--- config.mk ---
export PLATFORM = sky130hd
export DESIGN_NAME = mem_port_arbiter
export DESIGN_NICKNAME = d
export VERILOG_FILES = /design/src/rtl/mem_port_arbiter.sv
export SDC_FILE = /design/constraint.sdc
export NUM_CORES = 1
export LEC_CHECK = 0
export ABC_AREA = 0
export BUFFER_PORTS_ARGS = -buffer_cell sky130_fd_sc_hd__buf_2
export CORE_ASPECT_RATIO = 1.2
export CORE_MARGIN = 2
export CORE_UTILIZATION = 25
export DETAILED_ROUTE_END_ITERATION = 8
export PLACE_DENSITY_LB_ADDON = 0.08
export REMOVE_ABC_BUFFERS = 1
export SLEW_MARGIN = 20
export SYNTH_ARGS = -nofsm -noshare
export SYNTH_HDL_FRONTEND = slang
export SYNTH_SLANG_ARGS = --single-unit
--- constraint.sdc ---
create_clock -name clk -period 3.04 [get_ports clk]
set_clock_uncertainty 0.05 [all_clocks]
set_input_delay 0.304 -clock clk [delete_from_list [all_inputs] [get_ports clk]]
set_output_delay 0.304 -clock clk [all_outputs]
set_load 0.05 [all_outputs]
--- src/rtl/mem_port_arbiter.sv ---
// Shares one single-ported memory between the instruction-fetch and data ports.
// Data wins by default, a starvation counter forces the fetch port through, a data-side
// lock holds the memory across atomic sequences and a watchdog aborts hung transactions.
module mem_port_arbiter #(
    parameter int unsigned MAX_STARVE = 4,
    parameter int unsigned TIMEOUT    = 64
) (
    input  logic        clk,
    input  logic        async_rst_n,
    input  logic        clk_en,
    input  logic        i_req,
    input  logic [29:0] i_addr,
    output logic        i_ack,
    output logic [31:0] i_rdata,
    input  logic        d_req,
    input  logic        d_we,
    input  logic [29:0] d_addr,
    input  logic [3:0]  d_mask,
    input  logic [31:0] d_wdata,
    input  logic        d_lock,
    output logic        d_ack,
    output logic [31:0] d_rdata,
    output logic        m_req,
    output logic        m_we,
    output logic [29:0] m_addr,
    output logic [3:0]  m_mask,
    output logic [31:0] m_wdata,
    input  logic [31:0] m_rdata,
    input  logic        m_ack,
    output logic        timeout_err
);

    localparam logic [3:0] STARVE_MAX = 4'(MAX_STARVE);
    localparam logic [7:0] WDOG_LAST  = 8'(TIMEOUT - 1);

    typedef enum logic [1:0] {StIdle, StBusyI, StBusyD, StLocked} state_e;

    state_e     state;
    logic [3:0] starve_cnt;
    logic [7:0] wdog_cnt;

    logic busy;
    logic mem_done;
    logic wdog_hit;
    logic xfer_end;
    logic i_starved;
    logic grant_i;
    logic grant_d;

    // Completion decode; a real memory ack wins over a watchdog expiry in the same cycle.
    always_comb begin
        busy     = (state == StBusyI) || (state == StBusyD);
        mem_done = clk_en && busy && m_ack;
        wdog_hit = clk_en && busy && !m_ack && (wdog_cnt == WDOG_LAST);
        xfer_end = mem_done || wdog_hit;
        i_ack    = xfer_end && (state == StBusyI);
        d_ack    = xfer_end && (state == StBusyD);
        i_rdata  = (mem_done && (state == StBusyI)) ? m_rdata : 32'h0;
        d_rdata  = (mem_done && (state == StBusyD)) ? m_rdata : 32'h0;
    end

    // Grant decision; under lock the fetch port is ignored entirely.
    always_comb begin
        i_starved = i_req && (starve_cnt == STARVE_MAX);
        grant_i   = 1'b0;
        grant_d   = 1'b0;
        unique case (state)
            StIdle: begin
                grant_i = i_req && (i_starved || !d_req);
                grant_d = d_req && !i_starved;
            end
            StLocked: grant_d = d_req;
            default: ;
        endcase
    end

    // Arbiter FSM with registered memory-side outputs and bookkeeping counters.
    always_ff @(posedge clk or negedge async_rst_n) begin
        if (!async_rst_n) begin
            state       <= StIdle;
            m_req       <= 1'b0;
            m_we        <= 1'b0;
            m_addr      <= 30'h0;
            m_mask      <= 4'h0;
            m_wdata     <= 32'h0;
            timeout_err <= 1'b0;
            starve_cnt  <= 4'h0;
            wdog_cnt    <= 8'h0;
        end else if (clk_en) begin
            unique case (state)
                StIdle, StLocked: begin
                    if (grant_i) begin
                        state    <= StBusyI;
                        m_req    <= 1'b1;
                        m_we     <= 1'b0;
                        m_addr   <= i_addr;
                        m_mask   <= 4'hF;
                        m_wdata  <= 32'h0;
                        wdog_cnt <= 8'h0;
                    end else if (grant_d) begin
                        state    <= StBusyD;
                        m_req    <= 1'b1;
                        m_we     <= d_we;
                        m_addr   <= d_addr;
                        m_mask   <= d_mask;
                        m_wdata  <= d_wdata;
                        wdog_cnt <= 8'h0;
                    end else if ((state == StLocked) && !d_lock) begin
                        state <= StIdle;
                    end
                    // Starvation is only tracked in StIdle; grants under lock leave it alone.
                    if (state == StIdle) begin
                        if (!i_req || grant_i) begin
                            starve_cnt <= 4'h0;
                        end else if (grant_d && (starve_cnt != STARVE_MAX)) begin
                            starve_cnt <= starve_cnt + 4'd1;
                        end
                    end
                end
                StBusyI, StBusyD: begin
                    if (xfer_end) begin
                        m_req    <= 1'b0;
                        wdog_cnt <= 8'h0;
                        if (wdog_hit) begin
                            timeout_err <= 1'b1;
                            state       <= StIdle;
                        end else if ((state == StBusyD) && d_lock) begin
                            state <= StLocked;
                        end else begin
                            state <= StIdle;
                        end
                    end else begin
                        wdog_cnt <= wdog_cnt + 8'd1;
                    end
                end
                default: state <= StIdle;
            endcase
        end
    end

endmodule

* Word-level counts from Yosys, hierarchy flattened *
Cells that the tools add are included.

word-level totals
  register bits after elaboration = 83
  bits of input ports = 136
  word-level logic and storage cells = 83

operators by class
  $add $sub $neg = 2
  equal/unequal tests = 9
  mux-type cells = 29
  reductions and logical operators = 34

operators by type and width
  operator               number
  $mux W32               4
  $mux W30               2
  $mux W8                3
  $mux W4                4
  $pmux W8 S2            1
  $logic_and A1 B1 Y1    14
  $mux W2                6
  $reduce_and A3 Y1      3
  $add A8 B1 Y8 const B  1
  $eq A8 B6 Y1 const B   1
  $reduce_and A4 Y1      2
  $mux W1                6
  $logic_not A1 Y1       5
  $add A4 B1 Y4 const B  1
  $eq A2 B2 Y1 const B   2
  $eq A4 B3 Y1 const B   1
  $logic_or A1 B1 Y1     4
  $ne A4 B3 Y1 const B   1
  $ne A4 B4 Y1 const B   1
  $pmux W1 S2            2
  $pmux W2 S2            1
  $reduce_bool A2 Y1     2
  $reduce_or A2 Y1       2
  $ne A3 B3 Y1 const B   1
  other kinds (4)        4

* Longest topological paths before layout *
Gate-level depths: netlist of run 1.

  depth in word-level cells = 8
  depth in mapped cells = 10
  mapped depth without buffers = 7

* Worst setup path after synthesis of run 1 *
Ideal clock, no wire load.

  path kind = register to output
  from = reg state[0]
  to = out d_rdata[10]
  arrival = 2012 ps
  required time = 2686 ps
  setup slack = 674 ps
  stages on the path, launching flop included = 9
  buffers on the path = 2
  cell sequence = dfrtp_1 inv_1 ha_1 clkbuf_2 inv_1 nor2_1 and3_1 clkbuf_1 and2_1

on the way
  cells in the longest elaborated chain, start to end = 6
  elaborated cells between the ends (all ways) = 7
  those cells by class = eq/ne: 2; mux: 1; reduce/logical: 4

RTL lines
  element                                       line    RTL
  start: declaration                            38      state_e state;
  start signal: assignment                      80      state <= StIdle;
  start signal: assignment                      93      state <= StBusyI;
  start signal: assignment                      101     state <= StBusyD;
  $eq A2 B1 Y1 or $eq A2 B2 Y1 (tied branches)  52, 59
  $logic_or A1 B1 Y1                            52      busy = (state == StBusyI) || (state == StBusyD);
  $logic_and A1 B1 Y1 (2 in series)             53      mem_done = clk_en && busy && m_ack;
  $logic_and A1 B1 Y1 *                         59      d_rdata = (mem_done && (state == StBusyD)) ? m_rdata : 32'h0;
  $mux W32 *                                    59
  end: declaration                              22      output logic [31:0] d_rdata,

Every way passes the cells marked *; elsewhere a longest branch is shown, timed or not.

* Final worst setup path of run 1 *
  from = reg state[1]
  to = out d_rdata[0]

The elaborated chain is that of the path after synthesis.

==> results of run 1 <==
[registers in the layout, indices dropped and copies added (netlist names)]
name / cells
wdog_cnt: 8
m_wdata: 32
timeout_err: 1
m_we: 1
m_req: 1
m_mask: 4
m_addr: 30
state: 2
starve_cnt: 4
[area by class of cell]
class	count	area [um2]	share of cell area [%]
repair buffers	279	1430	23.0
multi-input cells	357	2100	33.6
clock inverters	6	71.3	1.15
inverters	11	41.3	0.663
well taps	216	270	4.34
flip-flops and latches	83	2080	33.3
clock buffers	10	239	3.84
[synth_stat cells, drive strengths merged (3+ instances only)]
| library cell | instances | area [um2] |
|---|---|---|
| a21oi | 4 | 20.0 |
| a31oi | 4 | 25.0 |
| and2 | 66 | 413 |
| and3 | 4 | 25.0 |
| buf | 11 | 75.1 |
| clkbuf | 19 | 72.6 |
| dfrtp | 83 | 2080 |
| ha | 8 | 100 |
| inv | 11 | 41.3 |
| mux2i | 31 | 310 |
| nand2 | 114 | 428 |
| nand3 | 4 | 25.0 |
| nor2 | 12 | 45.0 |
| nor3 | 5 | 25.0 |
| nor4 | 3 | 33.8 |
| o21ai | 78 | 390 |
[metrics by stage]
| step | hold slack [ps] | util, % | power (mW) | setup WS, ps |
|---|---|---|---|---|
| after floorplan | -41.6 | - | 4.20 | -2230 |
| after global placement | 403 | 35.0 | 5.06 | 594 |
| after detailed placement | 401 | 35.0 | 5.10 | 476 |
| after CTS | 33.0 | 36.8 | 6.28 | 85.1 |
| after global routing | 64.1 | 36.8 | 6.59 | 60.6 |
| final | -17.5 | 36.8 | 6.19 | 246 |
[cells in the final DEF, fill, tap and decap left out, drive strengths merged, types with 3 or more instances in the layout]
| cell type | n |
|---|---|
| nor2 | 12 |
| inv | 13 |
| o21ai | 78 |
| mux2i | 31 |
| a21oi | 4 |
| a31oi | 4 |
| dfrtp | 83 |
| nand3 | 4 |
| buf | 279 |
| nand2 | 114 |
| and3 | 4 |
| clkbuf | 10 |
| and2 | 66 |
| nor3 | 5 |
| ha | 8 |
| nor4 | 3 |
[cell families after synthesis]
family | after synthesis | share of synthesized area, %
adder cells (fa/ha/maj) | 8 | 2.30
buffers and inverters | 41 | 4.35
XOR/XNOR | 2 | 0.403
flip-flops | 83 | 47.8
AO/OA/AOI/OAI | 102 | 14.1
AND/OR/NAND/NOR | 213 | 23.7
multiplexers | 32 | 7.40
[path summary, 6_finish.rpt]
check                       startpoint          end  slack, ps  cells past startpoint
max in group asynchronous  async_rst_n  wdog_cnt[1]       2240                      2
max reg2reg                   state[1]     state[0]        760                      7
min reg2reg                 m_addr[28]   m_addr[28]        420                      2
max                           state[1]   d_rdata[0]        250                      8
min in group clk           d_wdata[24]  m_wdata[24]        130                      3
min                        async_rst_n         m_we        -20                      1
[power by group through the flow]
stage                     clock network, mW  logic (mW)  registers, mW
after floorplan                           0        1.12           3.08
after global placement                    0        3.29           1.77
after detailed placement                  0        3.33           1.78
after CTS                              1.18        3.33           1.77
after global routing                   1.23        3.55           1.82
final                                  1.14        3.29           1.76
[worst register-to-register path: cells and delay by family (launching register included)]
| family | cells | cell delay, ps |
|---|---|---|
| AO/OA/AOI/OAI | 2 | 730 |
| AND/OR/NAND/NOR | 2 | 260 |
| buffers and inverters | 2 | 470 |
| flip-flops | 1 | 400 |
| adder cells (fa/ha/maj) | 1 | 250 |
[routing by layer]
| metal | vias to the layer above | global-route usage (%) |
|---|---|---|
| met2 | 177 | 25.8 |
| met3 | 13 | 3.99 |
| li1 | 2130 | - |
| met5 | - | 0 |
| met1 | 1845 | 16.0 |
| met4 | 0 | 6.57 |
==> impl_metrics.tcl, run 1 <==
set metrics [dict create \
    wirelength_um 13200 \
    syn_avg_cell_area_um2 9.03 \
    status "complete, but fails checks" \
    path_common_cell "inv_1" \
    area_growth_pct 43.3 \
    dr_total_vias 4165 \
    cts_setup_buffers 0 \
    initial_utilization_pct 25.7 \
    grt_pass1_vias 4127 \
    coreArea_um2 16900 \
    avgViaCountPerCell 4.33 \
    hold_viol 12 \
    route.met2.wl_um 6690 \
    drtIter0Drc 105 \
    max_stage_delay_ps 420 \
    drv_slew 0 \
    cap_viol_max_count 0 \
    cts_hold_buf 0 \
    crit_type "reg -> out" \
    ant_nets 0 \
    p_int_mw 2.99 \
    grt_usage_pct 14.5 \
    async_flop_share_pct 100 \
    synth_seq_cells 83 \
    ctsResizeCount 0 \
    path_max_fanout 32 \
    tightest_slew_ps 794 \
    arrival_ps 2440 \
    place_congestion 0.974 \
    synthFlopType "dfrtp_1" \
    grt.overflow.total 0 \
    slew_headroom_pct 47.0 \
    wl_met3_um 1040 \
    syn_area_um2 4350 \
    power_frac_comb_pct 53.1 \
    p_sw_share_pct 51.7 \
    cts_tree "yes" \
    cts-htree-levels 3 \
    fmax_ghz 0.358 \
    peakVddDrop_mv 0.390 \
    drt_pre_antenna_iters 4 \
    grt_pass1_wl_um 21400 \
    final_cells 962 \
    start_kind "flip-flop" \
    synthCells 481 \
    hpwlAfterDp_um 10300 \
    fp.dieH_um 148 \
    final_area_um2 6230 \
    nFillCells 1792 \
    hold_path_class "in -> async" \
    antenna_found_initial 0 \
    min_period_ps 2790 \
    placed_area_um2 5910 \
    setup_viol 0 \
    cts_buffers 9 \
    wire_per_inst_um 13.8 \
    holdWs_ps -17.5 \
    cp_num_buf_inv 4 \
    p_per_area_nw_per_um2 994 \
    required_ps 2690 \
    cts-root-buf "clkbuf_16" \
    fin_crit_sh_pct 91.9 \
    p_seq_share_pct 28.4 \
    rsz0062_at_grt "no" \
    dp_cells 946 \
    synth_edf_count 0 \
    clockPowerShare_pct 18.5 \
    tns_ps 0 \
    fp-row-count 52 \
    dieArea_um2 18500 \
    ys_seq_area_share_pct 47.8 \
    drcViolationCount 0 \
    pin_count 271 \
    die_w_um 124 \
    synth_cell_types 43 \
    cts_sinks 83 \
    fin_nets 885 \
    numPortBuffers 270 \
    critPathSlowestCell "ha_2" \
    violations "negative hold slack" \
    p_leak_nw 3.40 \
    met1_length_um 5170 \
    clockBufferDepth 2 \
    dr.max_layer_used "met4" \
    cpLargestDelayFamily "buffers and inverters" \
    drive_gt1_share_pct 41.0 \
    end_kind "output port" \
    grt_start_max_net_pins 113 \
    p_switching_mw 3.20 \
    antennaDiodeCount 0 \
    ys_warn_count 0 \
    path_clk_slew_ps 60 \
    clock_latency_ps 340 \
    path_cells "inv_1 > ha_2 > inv_1 > nor2_2 > and3_1 > buf_4 > and2_1 > buf_2" \
]
(Power assumes the default switching activity.)
==> run 2, diff against run 1 <==
- ABC_AREA: 0 -> 1
- ABC_CLOCK_PERIOD_IN_PS: default -> 3040
==> run 2 against run 1 <==
Net effect: the flow now finishes without violations; total power increased by 5.0%; critical path depth increased by 1; wire length decreased by 1.6%; setup slack improved by 7.2 ps; utilization decreased by 0.73 points; global-route usage decreased by 0.86 points; worst hold slack improved by 180 ps; register-to-register slack improved by 150 ps; sequential power increased by 3%; sequential share of layout area decreased by 0.47 points; critical endpoint is now i_ack; largest cell class is now registers; highest routed layer unchanged.
==> impl_metrics.tcl, run 2 <==
set metrics [dict create \
    ant_nets 0 \
    pin_count 271 \
    status "complete, no violations" \
    hpwlAfterDp_um 9770 \
    layout_commonest_cell "buf_2" \
    synth_cell_types 22 \
    dieArea_um2 19000 \
    slew_headroom_pct 59.8 \
    holdWs_ps 161 \
    dr_total_vias 4559 \
    route.met2.wl_um 6120 \
    reg.largest.list "m_wdata (32), m_addr (30), wdog_cnt (8)" \
    syn_avg_cell_area_um2 7.20 \
    required_ps 2690 \
    min_period_ps 2790 \
    grt_pass1_wl_um 20800 \
    cts_sinks 83 \
    cts_tree "yes" \
    area_growth_pct 41.2 \
    layout_common_cells "buf_2, nand2_1, inv_1" \
    die_w_um 126 \
    placed_area_um2 5990 \
    grt_start_max_net_pins 71 \
    coreArea_um2 17500 \
    fmax_ghz 0.359 \
    avgViaCountPerCell 4.14 \
    tightest_slew_ps 603 \
    peakVddDrop_mv 0.543 \
    final_area_um2 6320 \
    synth_edf_count 0 \
    path_max_fanout 10 \
    wirelength_um 13000 \
    drt_pre_antenna_iters 5 \
    initial_utilization_pct 25.6 \
    fin_crit_sh_pct 91.7 \
    rsz0062_at_grt "no" \
    p_per_area_nw_per_um2 1030 \
    synth.most_common_cell "nand2_1" \
    grt_pass1_vias 4207 \
    synthCells 622 \
    tns_ps 0 \
    p_leak_nw 3.87 \
    hold_viol 0 \
    drtIter0Drc 204 \
    grt.overflow.total 0 \
    cts_buffers 9 \
    dr.max_layer_used "met4" \
    ys_top_cells_by_area "dfrtp_1, nand2_1, inv_1" \
    reg2reg_slack_ps 910 \
    fp.dieH_um 151 \
    hold_end "m_wdata[4]" \
    drv_slew 0 \
    arrival_ps 2430 \
    synth_seq_cells 83 \
    ys_warn_count 0 \
    worstHoldPathCells 3 \
    cts-root-buf "clkbuf_16" \
    synth_top_area_share_pct 46.4 \
    cap_viol_max_count 0 \
    place_congestion 0.749 \
    drive_gt1_share_pct 33.9 \
    start_kind "flip-flop" \
    setup.worst_path.start "state[0]" \
    yosys.area.top_type "dfrtp_1" \
    largest_reg_flops 32 \
    hold_path_class "in -> reg" \
    clockBufferDepth 2 \
    clock_latency_ps 330 \
    crit-reg2reg-launch "state[0]" \
    ys_seq_area_share_pct 46.4 \
    grt_usage_pct 13.6 \
    setup_viol 0 \
    async_flop_share_pct 100 \
    cts_setup_buffers 0 \
    fp-row-count 53 \
    timing.rr.end "wdog_cnt[0]" \
    antennaDiodeCount 0 \
    wire_per_inst_um 11.8 \
    crit_type "reg -> out" \
    wl_met3_um 1370 \
    end_kind "output port" \
    synthFlopType "dfrtp_1" \
    netlist_top_cells_count "nand2_1, inv_1, nor2_1" \
    met1_length_um 5330 \
    reg2reg_depth 10 \
    cts-htree-levels 3 \
    numPortBuffers 270 \
    hp-start "d_wdata[4]" \
    fin_nets 1022 \
    antenna_found_initial 0 \
    path_clk_slew_ps 60 \
    syn_area_um2 4480 \
    regMostFlops "m_wdata" \
    drcViolationCount 0 \
]
[run 2: where the power goes]
| group | total, mW | internal, mW | switching [mW] |
|---|---|---|---|
| logic | 3.53 | 0.839 | 2.69 |
| clock network | 1.15 | 0.717 | 0.437 |
| registers | 1.82 | 1.57 | 0.247 |
[run 2: logic make-up after synthesis]
family	count (synthesis)	share of synthesized area (%)
xor+xnor	4	0.783
fa+ha+maj	8	2.24
simple gates	296	26.3
buf+inv	122	12.0
compound gates	109	12.2
flops	83	46.4
[run 2: layout make-up]
type / count / area (um2)
Inverter: 89 / 340
Fill cell: 1900 / 11200
Multi-Input combinational cell: 417 / 1860
Clock buffer: 11 / 233
Sequential cell: 83 / 2080
Clock inverter: 4 / 73.8
Tap cell: 220 / 275
Timing Repair Buffer: 278 / 1450
[run 2: how the worst max path moves through the flow]
stage | end | cells past startpoint
after floorplan | m_addr[13] | 8
after global placement | i_ack | 9
after detailed placement | i_ack | 9
after CTS | i_ack | 9
after global routing | i_ack | 9
final | i_ack | 9
[run 2: timing repair]
action                                 in CTS  in global routing
resized for setup                           0                  2
setup endpoints to repair                   0                  2
endpoints found under the hold margin      43                  0
hold buffers                                1                  0
[run 2: per-layer routing]
| metal | global-route usage (%) | vias up |
|---|---|---|
| met5 | 0 | - |
| met4 | 5.44 | 0 |
| met3 | 4.94 | 13 |
| met2 | 23.4 | 206 |
| met1 | 15.3 | 1925 |
| li1 | - | 2415 |
[run 2: critical path, cell delays in order, from the launching register on]
cell and delay [ps]:
dfrtp_1 390, inv_1 100, ha_2 450, nand2_1 110
nor2_1 100, nand3_1 150, nand2_1 160, clkinvlp_4 190
nor2_1 160, buf_2 280
[run 2: per-stage QoR]
step	utilization, %	setup slack, ps	instances	power (mW)
floorplan	-	87.1	589	4.43
global placement	34.2	526	1086	5.41
detailed placement	34.2	447	1086	5.40
CTS	36.0	63.6	1102	6.60
global route	36.1	2.34	1102	6.98
finish	36.1	254	1102	6.50
==> run 3, diff against run 2 <==
- SETUP_SLACK_MARGIN: default -> 0.5
==> run 3 against run 2 <==
Net effect: cell count is 0.27% higher; die area unchanged; register-to-register slack improved by 20 ps; clock-buffer cell count is the same; critical path type unchanged; critical endpoint is now i_rdata[25].
==> impl_metrics.tcl, run 3 (synthesized netlist as in run 2, its figures left out) <==
set metrics [dict create \
    drcViolationCount 0 \
    cts-root-buf "clkbuf_16" \
    fin_crit_sh_pct 79.9 \
    wirelength_um 13500 \
    tightest_slew_ps 604 \
    end_kind "output port" \
    cts_sinks 83 \
    clockBufferDepth 2 \
    fp.dieH_um 151 \
    layout_commonest_cell "buf_2" \
    grt_pass1_wl_um 21200 \
    path_clk_slew_ps 60 \
    layout_common_cells "buf_2, nand2_1, inv_1" \
    setup.worst_path.start "state[0]" \
    slew_headroom_pct 59.7 \
    critPathSlowestCell "dfrtp_1" \
    min_period_ps 2430 \
    pin_count 271 \
    ant_nets 0 \
    p_per_area_nw_per_um2 997 \
    area_growth_pct 47.7 \
    drive_gt1_share_pct 35.4 \
    avgViaCountPerCell 4.19 \
    cts_buffers 9 \
    fp-row-count 53 \
    holdWs_ps 161 \
    grt_start_max_net_pins 71 \
    rsz0062_at_grt "no" \
    required_ps 2690 \
    crit_type "reg -> out" \
    hpwlAfterDp_um 9770 \
    place_congestion 0.749 \
    arrival_ps 2070 \
    hp-start "d_wdata[4]" \
    max_stage_delay_ps 390 \
    cap_viol_max_count 0 \
    cts_tree "yes" \
    setup_viol 0 \
    hold_viol 0 \
    status "complete, no violations" \
    path_max_fanout 32 \
    dr_total_vias 4628 \
    cts-htree-levels 3 \
    reg.largest.list "m_wdata (32), m_addr (30), wdog_cnt (8)" \
    numPortBuffers 270 \
    antenna_found_initial 0 \
    regMostFlops "m_wdata" \
    grt.overflow.total 0 \
    start_kind "flip-flop" \
    multi_input_area_um2 1900 \
    drtIter0Drc 182 \
    grt_pass1_vias 4323 \
    antennaDiodeCount 0 \
    peakVddDrop_mv 0.542 \
    coreArea_um2 17500 \
    initial_utilization_pct 25.6 \
    crit-reg2reg-launch "state[1]" \
    drv_slew 0 \
    drt_pre_antenna_iters 5 \
    p_leak_nw 3.89 \
    grt_usage_pct 13.9 \
    clock_latency_ps 330 \
    path_cells "inv_1 > ha_4 > nand2_1 > inv_1 > nand2_1 > inv_1 > nand2_1 > buf_6 > nor2_1 > buf_4" \
    fmax_ghz 0.412 \
    final-seq-area_um2 2080 \
    fin_nets 1025 \
    die_w_um 126 \
    hold_path_class "in -> reg" \
    largest_reg_flops 32 \
    nFillCells 1864 \
    dieArea_um2 19000 \
    wire_per_inst_um 12.2 \
    tns_ps 0 \
]
[run 3: final timing paths]
| check | end | slack, ps | cells past startpoint |
|---|---|---|---|
| max | i_rdata[25] | 610 | 10 |
| min in group asynchronous | m_addr[14] | 460 | 2 |
| max in group asynchronous | starve_cnt[2] | 1820 | 3 |
| min | m_wdata[4] | 160 | 3 |
| min reg2reg | timeout_err | 410 | 2 |
| max reg2reg | wdog_cnt[0] | 930 | 11 |
[run 3: worst max-delay path, delay by kind of cell (launching register included)]
family | cells | cell delay, ps
fa+ha+maj | 1 | 290
simple gates | 4 | 360
buf+inv | 5 | 690
flops | 1 | 390
[run 3: metrics by stage]
step	cells	total power, mW	setup WS, ps	utilization [%]	instance area (um2)
after floorplan	589	4.43	87.1	-	4280
after global placement	1086	5.41	526	34.2	5990
after detailed placement	1086	5.40	447	34.2	5990
after CTS	1102	6.65	503	37.1	6500
after global routing	1105	7.07	457	37.8	6610
final	1105	6.59	612	37.8	6610
[run 3: where the power goes]
| group | leakage [nW] | internal (mW) | switching [mW] |
|---|---|---|---|
| logic | 2.69 | 0.908 | 2.71 |
| clock network | 0.150 | 0.717 | 0.436 |
| registers | 1.05 | 1.57 | 0.246 |
[run 3: final cells by class]
type,instances,share of cell area (%)
multi-input combinational,417,28.8
tap,220,4.17
sequential,83,31.4
clock buffer,11,3.52
clock inverter,4,1.12
inverter,89,5.13
timing repair buffer,281,25.9
[run 3: layer usage]
metal / share of wire [%] / vias up / routed length [um] / GRT usage, %
li1: - / 2420 / - / -
met1: 40 / 1985 / 5410 / 15.4
met2: 48 / 210 / 6430 / 24.2
met3: 11 / 13 / 1420 / 5.08
met4: 1.5 / 0 / 203 / 5.44
met5: 0 / - / 0 / 0
[run 3: repair_timing]
action,4_1_cts,5_1_grt
endpoints found under the hold margin,43,0
setup buffers,0,3
setup endpoints to repair,66,66
resized for setup,71,28
pin swaps,0,1
hold buffers,1,0
